## src/rtl/gate_arbiter.sv

```systemverilog
`default_nettype none
// ============================================================================
// Module      : gate_arbiter
// Description : Arbitrates entry/exit gate requests into the parking FSM.
//               Screens the winning request against FSM status, issues a
//               one-cycle entry/exit pulse with an ack, or a one-cycle reject,
//               then holds the gate for GATE_CYCLES cycles so only one FSM
//               event is in flight at a time.
//               Optional build macro: EXIT_PRIORITY_EN (exit always wins
//               a simultaneous request instead of round-robin tie-break).
// Revision    : 1.0 - initial release
// ============================================================================
module gate_arbiter #(
    parameter int GATE_CYCLES = 4,
    parameter int SLOTS       = 4,
    localparam int SLOT_W     = (SLOTS > 1) ? $clog2(SLOTS) : 1
) (
    input  logic              clk,
    input  logic              reset,
    input  logic              entry_req,
    input  logic              exit_req,
    input  logic [SLOT_W-1:0] exit_slot_req,
    input  logic              is_full,
    input  logic [SLOTS-1:0]  spots,
    output logic              entry_signal,
    output logic              exit_signal,
    output logic [SLOT_W-1:0] exit_slot,
    output logic              entry_ack,
    output logic              exit_ack,
    output logic              entry_reject,
    output logic              exit_reject,
    output logic              gate_busy,
    output logic              last_grant
);

    localparam int c_cnt_w = $clog2(GATE_CYCLES + 1);
    localparam logic [c_cnt_w-1:0] c_hold_init = c_cnt_w'(GATE_CYCLES - 1);

    localparam logic [1:0] c_st_idle   = 2'd0;
    localparam logic [1:0] c_st_issue  = 2'd1;
    localparam logic [1:0] c_st_hold   = 2'd2;
    localparam logic [1:0] c_st_reject = 2'd3;

    logic [1:0]         r_state;
    logic [c_cnt_w-1:0] r_cnt;

    logic [1:0]         w_state_nxt;
    logic [c_cnt_w-1:0] w_cnt_nxt;
    logic               w_any_req;
    logic               w_pick_exit;
    logic               w_decide;
    logic               w_go;
    logic               w_rej;
    logic               w_slot_occ;

    // Winner selection: a lone request wins; ties go round-robin (or exit-first)
    always_comb begin
        w_any_req  = entry_req | exit_req;
        w_slot_occ = spots[exit_slot_req];
`ifdef EXIT_PRIORITY_EN
        w_pick_exit = exit_req;
`else
        // On a tie the winner is the opposite of the previous decision
        w_pick_exit = exit_req & (~entry_req | ~last_grant);
`endif
    end

    // Next-state, hold counter and decision outcome
    always_comb begin
        w_state_nxt = r_state;
        w_cnt_nxt   = r_cnt;
        w_decide    = 1'b0;
        w_go        = 1'b0;
        w_rej       = 1'b0;
        case (r_state)
            c_st_idle: begin
                if (w_any_req) begin
                    w_decide = 1'b1;
                    // FSM status is only looked at here, never during HOLD
                    if (w_pick_exit ? ~w_slot_occ : is_full) begin
                        w_rej       = 1'b1;
                        w_state_nxt = c_st_reject;
                    end else begin
                        w_go        = 1'b1;
                        w_state_nxt = c_st_issue;
                    end
                end
            end
            c_st_issue: begin
                w_state_nxt = c_st_hold;
                w_cnt_nxt   = c_hold_init;
            end
            c_st_hold: begin
                if (r_cnt == '0) begin
                    w_state_nxt = c_st_idle;
                end else begin
                    w_cnt_nxt = r_cnt - c_cnt_w'(1);
                end
            end
            c_st_reject: begin
                w_state_nxt = c_st_idle;
            end
            default: begin
                w_state_nxt = c_st_idle;
                w_cnt_nxt   = '0;
            end
        endcase
    end

    // State register and registered outputs; pulses are set on the decision edge
    always_ff @(posedge clk) begin
        if (!reset) begin
            r_state      <= c_st_idle;
            r_cnt        <= '0;
            entry_signal <= 1'b0;
            exit_signal  <= 1'b0;
            exit_slot    <= '0;
            entry_ack    <= 1'b0;
            exit_ack     <= 1'b0;
            entry_reject <= 1'b0;
            exit_reject  <= 1'b0;
            gate_busy    <= 1'b0;
            last_grant   <= 1'b1;
        end else begin
            r_state      <= w_state_nxt;
            r_cnt        <= w_cnt_nxt;
            entry_signal <= w_go & ~w_pick_exit;
            entry_ack    <= w_go & ~w_pick_exit;
            exit_signal  <= w_go & w_pick_exit;
            exit_ack     <= w_go & w_pick_exit;
            entry_reject <= w_rej & ~w_pick_exit;
            exit_reject  <= w_rej & w_pick_exit;
            gate_busy    <= (w_state_nxt == c_st_issue) || (w_state_nxt == c_st_hold);
            if (w_decide) begin
                last_grant <= w_pick_exit;
            end
            // Slot index stays stable from ISSUE until the next grant
            if (w_go) begin
                exit_slot <= exit_slot_req;
            end
        end
    end

endmodule
`default_nettype wire

```

## config.mk

```make
export PLATFORM = sky130hd
export DESIGN_NAME = gate_arbiter
export DESIGN_NICKNAME = d
export VERILOG_FILES = /design/src/rtl/gate_arbiter.sv
export SDC_FILE = /design/constraint.sdc
export NUM_CORES = 1
export LEC_CHECK = 0
export BUFFER_PORTS_ARGS = -buffer_cell sky130_fd_sc_hd__buf_2
export CORE_UTILIZATION = 45
export DETAILED_ROUTE_END_ITERATION = 8
export PLACE_DENSITY = 0.81
export SETUP_SLACK_MARGIN = 0.5
export SLEW_MARGIN = 15
export SYNTH_ARGS = -nofsm -noshare
export SYNTH_HDL_FRONTEND = slang
export SYNTH_SLANG_ARGS = --single-unit
export TNS_END_PERCENT = 10
```

## constraint.sdc

```tcl
create_clock -name clk -period 2.9 [get_ports clk]
set_input_delay 0.58 -clock clk [delete_from_list [all_inputs] [get_ports clk]]
set_output_delay 0.58 -clock clk [all_outputs]
set_load 0.1 [all_outputs]
```

Yosys cells after proc, flatten, opt, wreduce, memory -nomap -nowiden
Cells that the tools add are included.
W data, S select, Z words.
{"block": "totals", "reg_bits": 13, "in_bits": 11, "word_cells": 50}
{"block": "op_classes", "addsub": 1, "order_cmp": 1, "n_eq_ne": 6, "muxes": 17, "n_bitwise": 11, "reduce_logical": 5}
{"operator": "$mux W1", "count": 10}
{"operator": "$pmux W2 S4", "count": 1}
{"operator": "$eq A2 B2 Y1 const B", "count": 3}
{"operator": "$mux W2", "count": 3}
{"operator": "$pmux W3 S2", "count": 1}
{"operator": "$and A1 B1 Y1", "count": 5}
{"operator": "$eq A2 B1 Y1 const B", "count": 2}
{"operator": "$not A1 Y1", "count": 4}
{"operator": "$logic_not A3 Y1", "count": 1}
{"operator": "$lt A2 B3 Y1 const B", "count": 1}
{"operator": "$mux W3", "count": 1}
{"operator": "$sub A3 B1 Y3 const B", "count": 1}
{"operator": "$bmux W1 S2", "count": 1}
{"operator": "$logic_not A2 Y1", "count": 1}
{"operator": "$ne A2 B2 Y1 const B", "count": 1}
{"operator": "$or A1 B1 Y1", "count": 2}
{"operator": "$reduce_and A2 Y1", "count": 1}
{"operator": "$reduce_bool A2 Y1", "count": 1}
{"operator": "$logic_or A1 B1 Y1", "count": 1}

Longest topological paths before layout
{"block": "logic_depth", "word_depth": 9, "ltp_mapped": 6}

Worst setup path after synthesis
OpenSTA, ideal clock, no wires.
{"block": "synth_path", "kind": "reg-to-output", "from": "register, netlist name entry_ack", "to": "output entry_signal", "t_arrival_ns": 1.356, "slack_ns": 0.964, "stages_incl_launch_ff": 2, "cell_sequence": "dfxtp_1 buf_4"}
{"item": "end: declaration", "line_no": "25", "source": "output logic entry_signal,"}

Final worst setup path
{"block": "layout_path", "from": "register last_grant", "to": "output last_grant"}
{"item": "start: declaration", "line_no": "33", "source": "output logic last_grant"}
{"item": "start signal: assignment", "line_no": "135", "source": "last_grant <= w_pick_exit;"}
No word-level cell between the ends.

==> run metrics <==
worst path buffer plus inverter count=1; Pwr per Cell Area=758 mW/mm2; R2R Path Start=r_state[1]; Final Core Density=61.9%; root buffer selected by CTS=clkbuf_4; Crit Path Max Fanout=4; Multi-input gate area=304 um2; max-slew violations=0; CTS Buffer Depth=2; initial antenna violation count=0; CTS tree=yes; Ant. Diodes=0; RR Endpoint=r_state[1]; Req. time, crit path=2320 ps; dominant cell type by area after synthesis=dfxtp_1; Setup TNS=0 ps; Crit path depth=1; clock skew=2.11 ps; post-layout min period=1650 ps; number of max-cap violations=0; sequential area share after synthesis=42.7%; Yosys top cell area share=42.7%; final hold violation count=0; Layout fillers=106; Rows=12; Final Setup Violations=0; Slowest-stage cell, CP=buf_2; antenna-violating nets left=0; Finished Cell Area=734 um2; RSZ-0062 raised after global routing=no; P_leak=0.345 nW; max frequency=606 MHz; synthesized cell area=609 um2; Avg Cell Area, Syn=8.96 um2; synthesized flop and latch total=13; share of layout cells above drive strength 1=29.2%; largest net degree at the start of global routing=13; CTS buffer count=3; DR vias=549; R2R Setup Slk=1580 ps; crit path to=last_grant; CP max stage delay=440 ps; Clock Sinks=13; Core ar.=0.00119 mm2; CTS clk-pin slew, worst paths=70 ps; Post-synth EDFFs=0; gpl congestion=0.750; Pre-antenna DRT Iters=4; IO Port Bufs=20; detailed-route wire length=1180 um; commonest non-fill, non-tap cell in the layout=buf_2; Post-CTS Setup Inserts=0; Worst R2R Path Depth=4; Cell Chain, Critical Path=buf_2; CTS Hold Buffers Added=0; Slew Limit Headroom=67.7%; Peak VDD IR=0.423 mV; Post-synth ARST share=0%; post-CTS sizing=0; CP arrival=1070 ps; DR WL/cell=11.5 um; HPWL after detailed placement=933 um; Worst setup EP type=output port; H-tree levels=1; clk_lat worst skew=270 ps; vias per cell=5.33; nets=103; post-synthesis cell count=68; kind of critical path=reg -> out; 1st-iter DRT viols=14; # DRC=0; most frequent cells in the layout=buf_2 (20), dfxtp_1 (13), inv_1 (7), o21ai_1 (7), a21oi_1 (6); Die Y=38.8 um; crit share post-route=56.9%; startpoint types=flip-flop; Starting Density=51.4%; Hold Crit Class=in -> reg; grt total ovfl=0; GRT Overall Usage=19.0%; syn nets=81; first-pass GRT wire length=1930 um; P&R area growth vs syn=20.5%; area post-placement=708 um2; Die ar.=0.00151 mm2; number of global-route vias before repair=517; Ports=21; Unique masters post-synth=25; Synth Flop Type=dfxtp_1; crit path launch=last_grant; Syn. warnings=0; top post-synthesis cells by area=dfxtp_1 (43%), o21ai_1 (5.7%), a21oi_1 (4.9%), inv_1 (4.3%), ha_1 (4.1%); FF/Latch Area=260 um2; die width=38.8 um; Worst Max-Slew Pin Slew=488 ps; family with the most delay on the worst path=buffers and inverters; status=completed; Hold WS=465 ps
==> cells by family (layout without fill, tap and decap cells) <==
logic type,after synthesis,count (layout),share of synthesized area (%)
flops,13,13,42.7
simple gates,21,21,19.3
mux,1,1,3.70
buf+inv,10,31,7.39
compound gates,21,21,22.8
fa+ha+maj,2,2,4.11
==> area by class of cell <==
| class | instances | area share [%] |
|---|---|---|
| multi-input cells | 45 | 41.4 |
| clock buffers | 4 | 3.58 |
| repair buffers | 20 | 13.6 |
| flip-flops and latches | 13 | 35.4 |
| inverters | 7 | 3.58 |
| well taps | 14 | 2.39 |
==> sequential cells by signal, summed over array words and instances, names as in the netlist <==
signal,flops
entry_reject,1
exit_ack,1
r_state,2
exit_slot,2
gate_busy,1
last_grant,1
entry_ack,1
exit_reject,1
r_cnt,3
==> synth_stat cells, drive strengths merged (2+ instances only) <==
cell type / n
o21a: 2
nand3: 5
a21oi: 6
o21ai: 7
dfxtp: 13
inv: 7
buf: 2
nor2: 5
nand3b: 2
ha: 2
nand2b: 2
or2: 2
==> where the power goes <==
part / internal (W) / switching, W
Sequential: 0.000204 / 0.0000236
Combinational: 0.0000598 / 0.000160
Clock: 0.0000533 / 0.0000560
Total: 0.000317 / 0.000240
==> routing by layer <==
metal  wire (um)  track usage (%)
met5           0                0
met4          29             13.8
met3          58             3.47
met2         572             32.1
met1         519             20.9
==> worst min-delay path by stage <==
stage,endpoint,slack (ps),cells after the start,from
global placement,exit_slot[1],470,2,exit_slot[1]
detailed placement,exit_slot[0],470,2,exit_slot[0]
finish,entry_ack,460,2,is_full
global route,entry_ack,490,2,is_full
floorplan,r_cnt[2],500,2,r_cnt[2]
CTS,entry_ack,470,2,is_full
==> metrics by stage <==
step | setup WS [ps] | std cells | total power (W)
detailed placement | 1080 | 99 | 0.000451
global route | 1200 | 103 | 0.000589
global placement | 1120 | 99 | 0.000445
CTS | 1250 | 103 | 0.000557
finish | 1250 | 103 | 0.000557
floorplan | 964 | 68 | 0.000412
No activity file was read; power rests on OpenSTA's default activity.
